--- src/rtl/array_row_sequencer_if.sv ---
// Ready/valid operand and product bus for the sequential array-row multiplier.
interface array_row_sequencer_if #(
  parameter int unsigned WIDTH = 8
);

  logic                   in_valid;
  logic                   in_ready;
  logic [WIDTH-1:0]       a;
  logic [WIDTH-1:0]       b;
  logic                   out_valid;
  logic                   out_ready;
  logic [2*WIDTH-1:0]     product;

  // Producer/consumer side: offers operands, accepts products.
  modport master (
    output in_valid,
    output a,
    output b,
    output out_ready,
    input  in_ready,
    input  out_valid,
    input  product
  );

  // Multiplier side: accepts operands, offers products.
  modport slave (
    input  in_valid,
    input  a,
    input  b,
    input  out_ready,
    output in_ready,
    output out_valid,
    output product
  );

endinterface

--- src/rtl/array_row_sequencer.sv ---
// Sequential 8x8 unsigned multiplier: one array row reused for all eight
// partial-product rows, with partial sums fed back through registers.
module array_row_sequencer #(
  parameter int unsigned WIDTH = 8
) (
  input  logic                  clk,
  input  logic                  rst,
  array_row_sequencer_if.slave  bus,
  output logic                  busy,
  output logic [2:0]            row_idx
);

  localparam int unsigned CW = 3;
  localparam int unsigned PW = 2 * WIDTH;
  localparam int unsigned SW = WIDTH - 1;

  // The row datapath and row counter are sized for exactly eight rows.
  if (WIDTH != 8) begin : g_width_check
    $error("array_row_sequencer: WIDTH must be 8");
  end

  typedef enum logic [1:0] {
    S_IDLE = 2'd0,
    S_RUN  = 2'd1,
    S_DONE = 2'd2
  } state_e;

  state_e            state_q,     state_d;
  logic [WIDTH-1:0]  a_q,         a_d;
  logic [WIDTH-1:0]  b_q,         b_d;
  logic [WIDTH-1:0]  lo_q,        lo_d;
  logic [SW-1:0]     psum_q,      psum_d;
  logic              fc_q,        fc_d;
  logic [CW-1:0]     cnt_q,       cnt_d;
  logic              in_ready_q,  in_ready_d;
  logic              out_valid_q, out_valid_d;
  logic              busy_q,      busy_d;
  logic [CW-1:0]     row_idx_q,   row_idx_d;
  logic [PW-1:0]     product_q,   product_d;

  logic [WIDTH-1:0]  row_pp_c;
  logic [WIDTH:0]    row_total_c;
  logic              row_prod_c;
  logic [SW-1:0]     row_sum_c;
  logic              row_cout_c;

  // Array row: gated multiplicand plus the fed-back partial sum and top carry.
  always_comb begin
    row_pp_c    = a_q & {WIDTH{b_q[cnt_q]}};
    row_total_c = (WIDTH+1)'(row_pp_c) + (WIDTH+1)'({fc_q, psum_q});
    row_prod_c  = row_total_c[0];
    row_sum_c   = row_total_c[WIDTH-1:1];
    row_cout_c  = row_total_c[WIDTH];
  end

  // Next-state, datapath update and registered-output decode.
  always_comb begin
    state_d     = state_q;
    a_d         = a_q;
    b_d         = b_q;
    lo_d        = lo_q;
    psum_d      = psum_q;
    fc_d        = fc_q;
    cnt_d       = cnt_q;
    product_d   = product_q;

    case (state_q)
      S_IDLE: begin
        if (bus.in_valid) begin
          a_d     = bus.a;
          b_d     = bus.b;
          lo_d    = '0;
          psum_d  = '0;
          fc_d    = 1'b0;
          cnt_d   = '0;
          state_d = S_RUN;
        end
      end
      S_RUN: begin
        lo_d[cnt_q] = row_prod_c;
        psum_d      = row_sum_c;
        fc_d        = row_cout_c;
        cnt_d       = cnt_q + CW'(1);
        if (cnt_q == CW'(7)) begin
          // Last row: assemble the product from the values being registered.
          product_d = {row_cout_c, row_sum_c, lo_d};
          state_d   = S_DONE;
        end
      end
      S_DONE: begin
        if (bus.out_ready) begin
          state_d = S_IDLE;
        end
      end
      default: begin
        state_d = S_IDLE;
      end
    endcase

    in_ready_d  = (state_d == S_IDLE);
    out_valid_d = (state_d == S_DONE);
    busy_d      = (state_d != S_IDLE);
    row_idx_d   = (state_d == S_RUN) ? cnt_d : '0;
  end

  // State and output registers with synchronous reset.
  always_ff @(posedge clk) begin
    if (rst) begin
      state_q     <= S_IDLE;
      a_q         <= '0;
      b_q         <= '0;
      lo_q        <= '0;
      psum_q      <= '0;
      fc_q        <= 1'b0;
      cnt_q       <= '0;
      in_ready_q  <= 1'b1;
      out_valid_q <= 1'b0;
      busy_q      <= 1'b0;
      row_idx_q   <= '0;
      product_q   <= '0;
    end else begin
      state_q     <= state_d;
      a_q         <= a_d;
      b_q         <= b_d;
      lo_q        <= lo_d;
      psum_q      <= psum_d;
      fc_q        <= fc_d;
      cnt_q       <= cnt_d;
      in_ready_q  <= in_ready_d;
      out_valid_q <= out_valid_d;
      busy_q      <= busy_d;
      row_idx_q   <= row_idx_d;
      product_q   <= product_d;
    end
  end

  assign bus.in_ready  = in_ready_q;
  assign bus.out_valid = out_valid_q;
  assign bus.product   = product_q;
  assign busy          = busy_q;
  assign row_idx       = row_idx_q;

endmodule
--- src/flat_wrapper.sv ---
// flat-port wrapper written by rule: the top's interface ports become plain ports
module array_row_sequencer_flat 
#(
  parameter int unsigned WIDTH = 8
)
  (clk, rst, busy, row_idx, bus_in_valid, bus_a, bus_b, bus_out_ready, bus_in_ready, bus_out_valid, bus_product);
  array_row_sequencer_if #(.WIDTH(WIDTH)) bus_i ();
  input  logic clk;
  input  logic rst;
  output logic busy;
  output logic [2:0] row_idx;
  input wire logic [$bits(bus_i.in_valid)-1:0] bus_in_valid;
  input wire logic [$bits(bus_i.a)-1:0] bus_a;
  input wire logic [$bits(bus_i.b)-1:0] bus_b;
  input wire logic [$bits(bus_i.out_ready)-1:0] bus_out_ready;
  output wire logic [$bits(bus_i.in_ready)-1:0] bus_in_ready;
  output wire logic [$bits(bus_i.out_valid)-1:0] bus_out_valid;
  output wire logic [$bits(bus_i.product)-1:0] bus_product;
  assign bus_i.in_valid = bus_in_valid;
  assign bus_i.a = bus_a;
  assign bus_i.b = bus_b;
  assign bus_i.out_ready = bus_out_ready;
  assign bus_in_ready = bus_i.in_ready;
  assign bus_out_valid = bus_i.out_valid;
  assign bus_product = bus_i.product;
  array_row_sequencer #(.WIDTH(WIDTH)) u_core (.clk(clk), .rst(rst), .bus(bus_i), .busy(busy), .row_idx(row_idx));
endmodule
--- config.mk ---
export PLATFORM = sky130hd
export DESIGN_NAME = array_row_sequencer_flat
export DESIGN_NICKNAME = d
export VERILOG_FILES = /design/src/rtl/array_row_sequencer_if.sv /design/src/rtl/array_row_sequencer.sv /design/src/flat_wrapper.sv
export SDC_FILE = /design/constraint.sdc
export NUM_CORES = 1
export LEC_CHECK = 0
export ABC_AREA = 0
export CAP_MARGIN = 20
export CORE_UTILIZATION = 54
export DETAILED_ROUTE_END_ITERATION = 7
export GPL_ROUTABILITY_DRIVEN = 0
export GPL_TIMING_DRIVEN = 0
export PLACE_DENSITY = 0.8
export RECOVER_POWER = 100
export SLEW_MARGIN = 5
export SYNTH_ARGS = -nofsm -noshare
export SYNTH_HDL_FRONTEND = slang
export SYNTH_SLANG_ARGS = --single-unit
--- constraint.sdc ---
create_clock -name clk -period 3.5 [get_ports clk]
set_input_delay 0.525 -clock clk [delete_from_list [all_inputs] [get_ports clk]]
set_output_delay 0.525 -clock clk [all_outputs]
set_load 0.02 [all_outputs]
Word level (Yosys, flattened, before mapping):

Cells that the tools add are included.

* logic and storage cells: 50
* bits in registers: 59
* input port bits: 20
* output and inout port bits: 22

* reduce and logical (&&, ||, !) cells: 9
* $add $sub $neg: 2
* magnitude comparators: 2
* multiplexer cells: 17
* eq/ne operators: 6
* bitwise operators: 2

Operators with widths (count)
* $pmux W8 S2: 1
* $pmux W7 S2: 1
* $add A8 B8 Y9: 1
* $and A8 B8 Y8: 1
* $bwmux W8: 1
* $mux W8: 1
* $mux W7: 1
* $mux W2: 3
* $pmux W2 S3: 1
* $pmux W3 S2: 1
* $reduce_and A2 Y1: 3
* $eq A2 B1 Y1 const B: 2
* $eq A2 B2 Y1 const B: 2
* $logic_not A2 Y1: 2
* $lt A3 B4 Y1 const B: 1
* $reduce_bool A2 Y1: 2
* $add A3 B1 Y3 const B: 1
* $bmux W1 S3: 1
* $demux W1 S3: 1
* $eq A3 B3 Y1 const B: 1
* $ge A3 B1 Y1 const B: 1
* $mux W1: 3
* $mux W3: 1
* $ne A2 B2 Y1 const B: 1
* 4 further kinds: 4

Logic depth before layout (Yosys ltp):

Gate-level depths: netlist of the first run.

* depth in word-level cells: 6
* gate-level depth with buffers: 10
* gate-level depth less buffers: 9

Least setup slack after synthesis of the first run:

No wires, ideal clock.

* path kind: flip-flop to flip-flop
* start point: register u_core.cnt_q[0]
* end point: register u_core.product_q[13], in the netlist u_core.bus.product[13]
* setup slack: 0.822 ns
* clock period less this slack: 2.678 ns
* path buffers: 0
* setup time: 0.130 ns
* data arrival time: 2.549 ns
* required time: 3.370 ns
* cell stages (with the launch flop): 10
* cell sequence: dfxtp_1 mux4_2 mux2i_4 nor2b_1 ha_1 fa_1 a21o_1 a221oi_2 xor2_1 o31ai_1

* word-level cells in the longest chain between the ends: 4
* elaborated cells between the ends (all ways): 6
* those cells by class: 1 x add/sub; 1 x eq/ne; 2 x mux; 1 x bitwise; 1 x reduce/logical

Ends and longest elaborated chain
* start: declaration: line array_row_sequencer.sv:34 `logic [CW-1:0] cnt_q, cnt_d;`
* start signal: assignment: line array_row_sequencer.sv:128 `cnt_q <= cnt_d;`
* $bmux W1 S3: line array_row_sequencer.sv:49 `row_pp_c = a_q & {WIDTH{b_q[cnt_q]}};`
* $mux W1 (implied by the code): line array_row_sequencer.sv:49
* $and A8 B8 Y8: line array_row_sequencer.sv:49
* $add A8 B8 Y9: line array_row_sequencer.sv:50 `row_total_c = (WIDTH+1)'(row_pp_c) + (WIDTH+1)'({fc_q, psum_q});`
* end signal: assignment: line array_row_sequencer.sv:133 `product_q <= product_d;`
* end: declaration: line array_row_sequencer.sv:39 `logic [PW-1:0] product_q, product_d;`

Parallel ways exist; a longest one is shown, timed or not. The select of a mux whose other input is x is not followed.
A chain may end at the register's enable or synchronous reset.

Worst setup path after layout of the first run:

* start point: register u_core.cnt_q[0]
* end point: register u_core.psum_q[5]

* word-level cells in the longest chain between the ends: 5

Ends and longest elaborated chain
* $bmux W1 S3: line array_row_sequencer.sv:49
* $mux W1 (implied by the code): line array_row_sequencer.sv:49
* $and A8 B8 Y8: line array_row_sequencer.sv:49
* $add A8 B8 Y9: line array_row_sequencer.sv:50
* $pmux W7 S2: line array_row_sequencer.sv:67 `case (state_q)`
* end signal: assignment: line array_row_sequencer.sv:126 `psum_q <= psum_d;`
* end: declaration: line array_row_sequencer.sv:32 `logic [SW-1:0] psum_q, psum_d;`

No other way between the ends. The select of a mux whose other input is x is not followed.

==> results of run 1 <==
synth_stat cells (2+ instances only):
cell type	count	area, um2
nand3_1	6	30.0
a211oi_1	2	15.0
nand4_1	3	18.8
nor3_1	5	25.0
a21o_1	4	30.0
nand2_1	42	158
nand3b_1	10	75.1
or4_1	2	15.0
a21oi_1	29	145
or3_1	2	12.5
dfxtp_1	59	1180
nor3b_1	2	15.0
clkbuf_1	10	37.5
buf_6	2	22.5
nor2_1	27	101
inv_1	2	7.51
ha_1	10	125
xor2_1	2	17.5
nor2b_1	11	68.8
buf_2	4	20.0
a211oi_2	8	100
clkbuf_2	2	10.0
and3b_1	4	35.0
o21ai_0	14	70.1
buf_4	3	22.5
mux2i_1	8	80.1
mux4_2	2	45.0
and2_1	3	18.8
a22oi_1	10	75.1
o31ai_1	2	15.0
nand2b_1	5	31.3
worst register-to-register path: stages (launching register included):
cell,delay (ps)
dfxtp_1,440
mux4_2,570
mux2i_4,260
nor2b_1,90
ha_1,220
fa_1,410
a21o_1,220
a221oi_1,410
xor2_1,260
o21ai_0,130
power by group through the flow:
stage	Combinational (W)	Clock (W)	Sequential, W
after floorplan	0.0000719	0	0.000712
after global placement	0.000118	0	0.000710
after detailed placement	0.000120	0	0.000711
after CTS	0.000121	0.000558	0.000696
after global routing	0.000133	0.000592	0.000698
final	0.000119	0.000563	0.000696
kinds of logic (layout without fill, tap and decap cells):
logic type,Yosys count,count (layout),share of synthesized area
adders and majority gates,11,11,0.0522
and+or+nand+nor,125,125,0.227
AOI/OAI and AO/OA,78,78,0.191
DFF,59,59,0.424
xor gates and xnor gates,3,3,0.00944
buffers and inverters,23,78,0.0432
muxes,11,11,0.0531
cell usage in the layout (no fill, tap or decap), types with 3 or more instances in the layout:
cell type | Yosys | final
o21ai_0 | 14 | 15
a211oi_1 | 2 | 4
clkdlybuf4s50_1 | 0 | 17
ha_1 | 10 | 10
nor2_1 | 27 | 27
clkbuf_1 | 10 | 15
a211oi_2 | 8 | 6
nand2b_1 | 5 | 5
a22oi_1 | 10 | 10
nor3_1 | 5 | 5
dfxtp_1 | 59 | 59
and2_1 | 3 | 3
a21o_1 | 4 | 4
nand4_1 | 3 | 3
nand2_1 | 42 | 42
dlygate4sd3_1 | 0 | 23
a21oi_1 | 29 | 30
clkbuf_8 | 0 | 12
buf_4 | 3 | 3
and3b_1 | 4 | 4
nor2b_1 | 11 | 11
nand3b_1 | 10 | 10
nand3_1 | 6 | 6
mux2i_1 | 8 | 8
area by class of cell:
cell class | count | area (um2) | share of cell area
clock inverters | 2 | 10.0 | 0.00293
plain buffers | 21 | 108 | 0.0315
multi-input cells | 228 | 1460 | 0.427
flip-flops and latches | 59 | 1180 | 0.345
repair buffers | 40 | 400 | 0.117
clock buffers | 13 | 169 | 0.0494
well taps | 67 | 83.8 | 0.0245
inverters | 2 | 7.51 | 0.00219
metal layers:
layer	up-vias	share of wire	track usage	wire length, um
met2	77	0.45	0.394	2770
met4	0	0.022	0.135	133
met5	-	0	0	0
met3	13	0.052	0.0398	318
met1	1093	0.47	0.348	2910
li1	1192	-	-	-
metrics by stage:
stage	power (W)	cell area, um2	util	hold WS (ps)	cells
after floorplan	0.000784	2780	-	432	310
after global placement	0.000828	3270	0.674	439	417
after detailed placement	0.000831	3270	0.674	445	417
after CTS	0.00137	3450	0.711	456	432
after global routing	0.00142	3420	0.706	469	432
final	0.00138	3420	0.706	454	432
state kept, by name, indices dropped and copies added (netlist names):
signal	cells
u_core.bus.out_valid	1
u_core.fc_q	1
u_core.lo_q	8
u_core.state_q	2
u_core.psum_q	7
u_core.bus.in_ready	1
u_core.row_idx	3
u_core.busy	1
u_core.b_q	8
u_core.cnt_q	3
u_core.a_q	8
u_core.bus.product	16
path summary, 6_finish.rpt:
check,from,to,cells past startpoint
max,u_core.cnt_q[0],u_core.psum_q[5],9
min,u_core.b_q[5],u_core.b_q[5],2
max reg2reg,u_core.cnt_q[0],u_core.psum_q[5],9
min reg2reg,u_core.b_q[5],u_core.b_q[5],2
==> flow_metrics.env, run 1 <==
export IMPL_status="complete, no violations"
export IMPL_place_ws_ps=524
export IMPL_clk_latency_ps=340
export IMPL_hpwlAfterDp_mm=4.31
export IMPL_coreArea_mm2=0.00485
export IMPL_finalCriticalPeriod_ps=3110
export IMPL_setup_violations_final=0
export IMPL_area_growth_pct=22.9
export IMPL_clockBufferDepth=2
export IMPL_tightest_slew_ps=652
export IMPL_syn_inst=310
export IMPL_grt_max_degree=11
export IMPL_finalHoldViolCount=0
export IMPL_async_reset_ff_frac=0
export IMPL_critPathRequiredTime_ps=3720
export IMPL_synth_area_mm2=0.00278
export IMPL_p_leak_nw=1.35
export IMPL_timing_slew_headroom=0.566
export IMPL_routed_wl_mm=6.13
export IMPL_ys_flop_type="dfxtp_1"
export IMPL_maxCapViolCount=0
export IMPL_grt_first_pass_wirelength_mm=10.4
export IMPL_setup_tns_ps=0
export IMPL_holdBufCountCts=0
export IMPL_start_util=0.574
export IMPL_yosys_register_bits=59
export IMPL_drc=0
export IMPL_cp_slowest_cell="mux4_2"
export IMPL_via_per_inst=5.50
export IMPL_start_kind="flop"
export IMPL_grt_pass1_vias=2210
export IMPL_routed_wire_length_per_instance_um=14.2
export IMPL_p_int_w=0.00105
export IMPL_synth_distinct_cells=46
export IMPL_crit_family="multiplexers"
export IMPL_crit_path_max_incr_delay_ps=570
export IMPL_cts_resized=0
export IMPL_nets=392
export IMPL_synth_edf_count=0
export IMPL_antenna_cells=0
export IMPL_vias=2375
export IMPL_io_pins=42
export IMPL_cts_tree="yes"
export IMPL_power_frac_seq=0.505
export IMPL_switchingPower_w=0.000329
export IMPL_fillCellCount=411
export IMPL_track_usage=0.257
export IMPL_critPathArrivalTime_ps=3330
export IMPL_post_cts_setup_buffer_count=0
export IMPL_dr_pass1_iters=4
export IMPL_r2r_slack_ps=390
export IMPL_drtIter0Drc=264
export IMPL_numCtsBuffers=9
export IMPL_worst_path_max_fanout=8
export IMPL_cts_root_buffer="clkbuf_8"
export IMPL_path_cells="mux4_2, mux2i_4, nor2b_1, ha_1, fa_1, a21o_1, a221oi_1, xor2_1, o21ai_0"
export IMPL_synth_warnings=0
export IMPL_grt_overflow_total=0
export IMPL_crit_type="reg -> reg"
export IMPL_port_buffers=40
export IMPL_clk_pin_slew_worst_paths_ps=60
export IMPL_die_x_um=73.8
export IMPL_drv_slew=0
export IMPL_synth_fp_nets=341
export IMPL_worst_path_buf_inv=0
export IMPL_clockPowerShare=0.408
export IMPL_drive_gt1_frac=0.0904
export IMPL_antenna_found_initial=0
export IMPL_rsz0062_at_grt="false"
export IMPL_crit_path_end_kind="flop"
export IMPL_vdd_ir_drop_max_mv=0.296
export IMPL_htree_num_levels=3
export IMPL_p_per_area_mw_per_mm2=403
export IMPL_p_sw_frac=0.239
export IMPL_rows=25
export IMPL_max_clock_freq_mhz=321
export IMPL_period_share=0.889
export IMPL_hold_path_class="reg -> reg"
export IMPL_yosysSeqAreaShare=0.424
export IMPL_design_die_area_mm2=0.00544
export IMPL_clock_skew_final_ps=5.14
export IMPL_combPwrFrac=0.086
export IMPL_synth_area_per_cell_um2=8.98
export IMPL_ant_nets=0
export IMPL_dieHeight_um=73.8
export IMPL_numClockSinks=59
export IMPL_fin_ws_ps=387
No activity file was read; power rests on OpenSTA's default activity.
==> run 2, diff against run 1 <==
--- a/config.mk
+++ b/config.mk
@@ -9,10 +9,10 @@
 export CAP_MARGIN = 20
 export CORE_UTILIZATION = 54
 export DETAILED_ROUTE_END_ITERATION = 7
-export GPL_ROUTABILITY_DRIVEN = 0
 export GPL_TIMING_DRIVEN = 0
 export PLACE_DENSITY = 0.8
 export RECOVER_POWER = 100
+export SKIP_CTS_REPAIR_TIMING = 1
 export SLEW_MARGIN = 5
 export SYNTH_ARGS = -nofsm -noshare
 export SYNTH_HDL_FRONTEND = slang
==> flow_metrics.env, run 2 (same netlist as run 1, synthesis figures left out) <==
export IMPL_critPathRequiredTime_ps=3720
export IMPL_start_util=0.574
export IMPL_port_buffers=40
export IMPL_setup_violations_final=0
export IMPL_rows=25
export IMPL_worst_path_max_fanout=8
export IMPL_via_per_inst=5.44
export IMPL_grt_overflow_total=0
export IMPL_start_kind="flop"
export IMPL_timing_slew_headroom=0.562
export IMPL_drive_gt1_frac=0.0847
export IMPL_design_die_area_mm2=0.00544
export IMPL_dieHeight_um=73.8
export IMPL_antenna_cells=0
export IMPL_drv_slew=0
export IMPL_power_frac_seq=0.525
export IMPL_fillCellCount=409
export IMPL_switchingPower_w=0.000333
export IMPL_p_int_w=0.000992
export IMPL_finalHoldViolCount=0
export IMPL_p_per_area_mw_per_mm2=390
export IMPL_min_delay_start="u_core.b_q[4]"
export IMPL_hpwlAfterDp_mm=4.23
export IMPL_track_usage=0.239
export IMPL_multi_input_area_mm2=0.00146
export IMPL_max_clock_freq_mhz=322
export IMPL_clockPowerShare=0.386
export IMPL_fin_ws_ps=392
export IMPL_routed_wire_length_per_instance_um=13.7
export IMPL_vdd_ir_drop_max_mv=0.258
export IMPL_p_leak_nw=1.33
export IMPL_htree_num_levels=3
export IMPL_status="complete, no violations"
export IMPL_startpoint="u_core.cnt_q[0]"
export IMPL_grt_max_degree=11
export IMPL_place_ws_ps=534
export IMPL_clk_pin_slew_worst_paths_ps=60
export IMPL_numCtsBuffers=9
export IMPL_numClockSinks=59
export IMPL_maxCapViolCount=0
export IMPL_final_cell_mix="dfxtp_1, nand2_1, a21oi_1"
export IMPL_crit_type="reg -> reg"
export IMPL_setup_tns_ps=0
export IMPL_dr_pass1_iters=5
export IMPL_combPwrFrac=0.089
export IMPL_hold_path_class="reg -> reg"
export IMPL_r2r_start="u_core.cnt_q[0]"
export IMPL_place_gp_congestion=0.840
export IMPL_critPathArrivalTime_ps=3330
export IMPL_period_share=0.888
export IMPL_clockBufferDepth=2
export IMPL_cts_tree="yes"
export IMPL_clock_skew_final_ps=3.94
export IMPL_largest_register_ffs=16
export IMPL_antenna_found_initial=0
export IMPL_regArea_mm2=0.00118
export IMPL_routed_wl_mm=5.92
export IMPL_grt_pass1_vias=2098
export IMPL_finalCriticalPeriod_ps=3110
export IMPL_reg2regPathDepth=9
export IMPL_vias=2354
export IMPL_crit_path_end_kind="flop"
export IMPL_drc=0
export IMPL_layout_commonest_cell="dfxtp_1"
export IMPL_p_sw_frac=0.251
export IMPL_tightest_slew_ps=658
export IMPL_grt_first_pass_wirelength_mm=9.72
export IMPL_die_x_um=73.8
export IMPL_rsz0062_at_grt="false"
export IMPL_nets=392
export IMPL_drtIter0Drc=156
export IMPL_hold_path_depth=2
export IMPL_cts_root_buffer="clkbuf_8"
export IMPL_clk_latency_ps=340
export IMPL_coreArea_mm2=0.00485
export IMPL_io_pins=42
export IMPL_area_growth_pct=22.3
export IMPL_ant_nets=0
-- run 2: area by class of cell --
cell class,count,area share
flip-flops and latches,59,0.347
repair buffers,40,0.118
inverters,2,0.00221
multi-input cells,228,0.430
plain buffers,21,0.0313
clock inverters,5,0.00883
well taps,67,0.0246
clock buffers,11,0.0386
-- run 2: power groups by stage --
stage	combinational (W)	clock (W)	sequential (W)
final	0.000118	0.000511	0.000696
after global routing	0.000131	0.000541	0.000698
after detailed placement	0.000120	0	0.000711
after CTS	0.000120	0.000515	0.000696
after floorplan	0.0000719	0	0.000712
after global placement	0.000118	0	0.000710
-- run 2: through the flow --
| stage | total power (W) | instances | util | hold slack (ps) | instance area [um2] |
|---|---|---|---|---|---|
| after floorplan | 0.000784 | 310 | - | 432 | 2780 |
| after global placement | 0.000828 | 417 | 0.674 | 438 | 3270 |
| after detailed placement | 0.000831 | 417 | 0.674 | 446 | 3270 |
| after CTS | 0.00133 | 433 | 0.707 | 453 | 3430 |
| after global routing | 0.00137 | 433 | 0.702 | 466 | 3400 |
| final | 0.00133 | 433 | 0.702 | 455 | 3400 |
-- run 2: worst max-delay path, stage by stage (launching register included) --
cell and delay (ps):
dfxtp_1 430, mux4_2 560, mux2i_4 260, nor2b_1 90, ha_1 220, fa_1 420, a21o_1 220, a221oi_1 410
xor2_1 270, o21ai_0 120
-- run 2: metal layers --
| layer | vias up | GRT usage | wire length [um] |
|---|---|---|---|
| met5 | - | 0 | 0 |
| met3 | 9 | 0.0370 | 332 |
| met2 | 66 | 0.344 | 2550 |
| met1 | 1079 | 0.337 | 2930 |
| li1 | 1200 | - | - |
| met4 | 0 | 0.143 | 93 |
-- run 2: worst paths after layout --
check	end	slack [ps]
worst max-delay path	u_core.psum_q[5]	390
worst min-delay path	u_core.b_q[4]	450
worst max register to register	u_core.psum_q[5]	390
worst min register to register	u_core.b_q[4]	450
==> run 3, diff against run 2 <==
--- a/config.mk
+++ b/config.mk
@@ -7,11 +7,12 @@
 export LEC_CHECK = 0
 export ABC_AREA = 0
 export CAP_MARGIN = 20
-export CORE_UTILIZATION = 54
+export CORE_UTILIZATION = 58
 export DETAILED_ROUTE_END_ITERATION = 7
 export GPL_TIMING_DRIVEN = 0
-export PLACE_DENSITY = 0.8
+export PLACE_DENSITY = 0.85
 export RECOVER_POWER = 100
+export SETUP_SLACK_MARGIN = 0.5
 export SKIP_CTS_REPAIR_TIMING = 1
 export SLEW_MARGIN = 5
 export SYNTH_ARGS = -nofsm -noshare
==> constraint.sdc (replaced) <==
create_clock -name clk -period 3.9 [get_ports clk]
set_input_delay 0.585 -clock clk [delete_from_list [all_inputs] [get_ports clk]]
set_output_delay 0.585 -clock clk [all_outputs]
set_load 0.02 [all_outputs]
==> flow_metrics.env, run 3 (same netlist as run 1, synthesis figures left out) <==
export IMPL_place_gp_congestion=0.827
export IMPL_total_power_w=0.00121
export IMPL_crit_type="reg -> reg"
export IMPL_dieHeight_um=71.3
export IMPL_clock_skew_final_ps=5.72
export IMPL_hpwlAfterDp_mm=4.32
export IMPL_critPathArrivalTime_ps=3420
export IMPL_p_per_area_mw_per_mm2=358
export IMPL_rsz0062_at_grt="false"
export IMPL_ant_nets=0
export IMPL_p_int_w=0.000927
export IMPL_antenna_cells=0
export IMPL_p_leak_nw=1.34
export IMPL_rows=24
export IMPL_clockPowerShare=0.397
export IMPL_p_sw_frac=0.234
export IMPL_track_usage=0.264
export IMPL_design_area_mm2=0.00338
export IMPL_hold_path_class="reg -> reg"
export IMPL_combPwrFrac=0.087
export IMPL_numClockSinks=59
export IMPL_routed_wl_mm=6.07
export IMPL_coreArea_mm2=0.00447
export IMPL_numCtsBuffers=9
export IMPL_max_clock_freq_mhz=312
export IMPL_setup_tns_ps=0
export IMPL_drc=4
export IMPL_routed_wire_length_per_instance_um=14.5
export IMPL_period_share=0.823
export IMPL_antenna_found_initial=0
export IMPL_clk_latency_ps=320
export IMPL_area_growth_pct=21.6
export IMPL_nets=392
export IMPL_clk_pin_slew_worst_paths_ps=60
export IMPL_vdd_ir_drop_max_mv=0.250
export IMPL_maxCapViolCount=0
export IMPL_violations="DRC"
export IMPL_drive_gt1_frac=0.0820
export IMPL_clockBufferDepth=2
export IMPL_cts_root_buffer="clkbuf_8"
export IMPL_port_buffers=40
export IMPL_worst_path_max_fanout=8
export IMPL_timing_slew_headroom=0.575
export IMPL_finalCriticalPeriod_ps=3210
export IMPL_design_die_area_mm2=0.00508
export IMPL_setup_violations_final=0
export IMPL_switchingPower_w=0.000284
export IMPL_vias=2412
export IMPL_largest_register_ffs=16
export IMPL_placedCellCount=402
export IMPL_drtIter0Drc=204
export IMPL_io_pins=42
export IMPL_crit_path_end_kind="flop"
export IMPL_cts_tree="yes"
export IMPL_grt_pass1_vias=2218
export IMPL_dr_pass1_iters=6
export IMPL_layout_commonest_cell="dfxtp_1"
export IMPL_start_kind="flop"
export IMPL_finalHoldViolCount=0
export IMPL_htree_num_levels=3
export IMPL_fin_util=0.756
export IMPL_critPathRequiredTime_ps=4110
export IMPL_start_util=0.622
export IMPL_grt_first_pass_wirelength_mm=10.3
export IMPL_final_cell_mix="dfxtp_1, nand2_1, a21oi_1"
export IMPL_via_per_inst=5.77
export IMPL_place_area_mm2=0.00325
export IMPL_grt_max_degree=11
export IMPL_status="finished with violations"
export IMPL_grt_overflow_total=0
export IMPL_drv_slew=0
export IMPL_power_frac_seq=0.516
export IMPL_fin_cells=418
export IMPL_die_x_um=71.3
export IMPL_tightest_slew_ps=638
## run 3: layout make-up
| cell class | count | area [um2] |
|---|---|---|
| Buffer | 21 | 108 |
| Clock buffer | 14 | 163 |
| Clock inverter | 2 | 10.0 |
| Fill cell | 340 | 1090 |
| Inverter | 2 | 7.51 |
| Multi-Input combinational cell | 228 | 1450 |
| Sequential cell | 59 | 1180 |
| Tap cell | 52 | 65.1 |
| Timing Repair Buffer | 40 | 400 |
## run 3: layer usage
layer | GRT usage | share of wire
met1 | 0.359 | 0.47
met5 | 0 | 0
met4 | 0.144 | 0.014
met2 | 0.403 | 0.47
met3 | 0.0450 | 0.049
## run 3: through the flow
step                setup WS [ps]  hold slack, ps
CTS                           921             454
global placement              971             439
floorplan                    1220             432
finish                        690             454
global route                  342             469
detailed placement            940             446
## run 3: worst paths after layout
path                   start                to  slack (ps)  cells past startpoint
max          u_core.cnt_q[0]  u_core.psum_q[5]         690                      9
min            u_core.a_q[7]     u_core.a_q[7]         450                      2
max reg2reg  u_core.cnt_q[0]  u_core.psum_q[5]         690                      9
min reg2reg    u_core.a_q[7]     u_core.a_q[7]         450                      2
## run 3: power groups by stage
stage / combinational (W) / clock [W] / sequential, W
after CTS: 0.000109 / 0.000488 / 0.000625
after global placement: 0.000106 / 0 / 0.000637
after detailed placement: 0.000108 / 0 / 0.000638
final: 0.000105 / 0.000481 / 0.000625
after global routing: 0.000117 / 0.000516 / 0.000626
after floorplan: 0.0000645 / 0 / 0.000639
## run 3: critical path, cell delays in order, from the launching register on
cell and delay (ps):
dfxtp_1 440, mux4_2 530, mux2i_1 490, nor2b_1 100, ha_1 230, fa_1 410
a21o_1 230, a221oi_2 320, xor2_1 230, o21ai_0 110
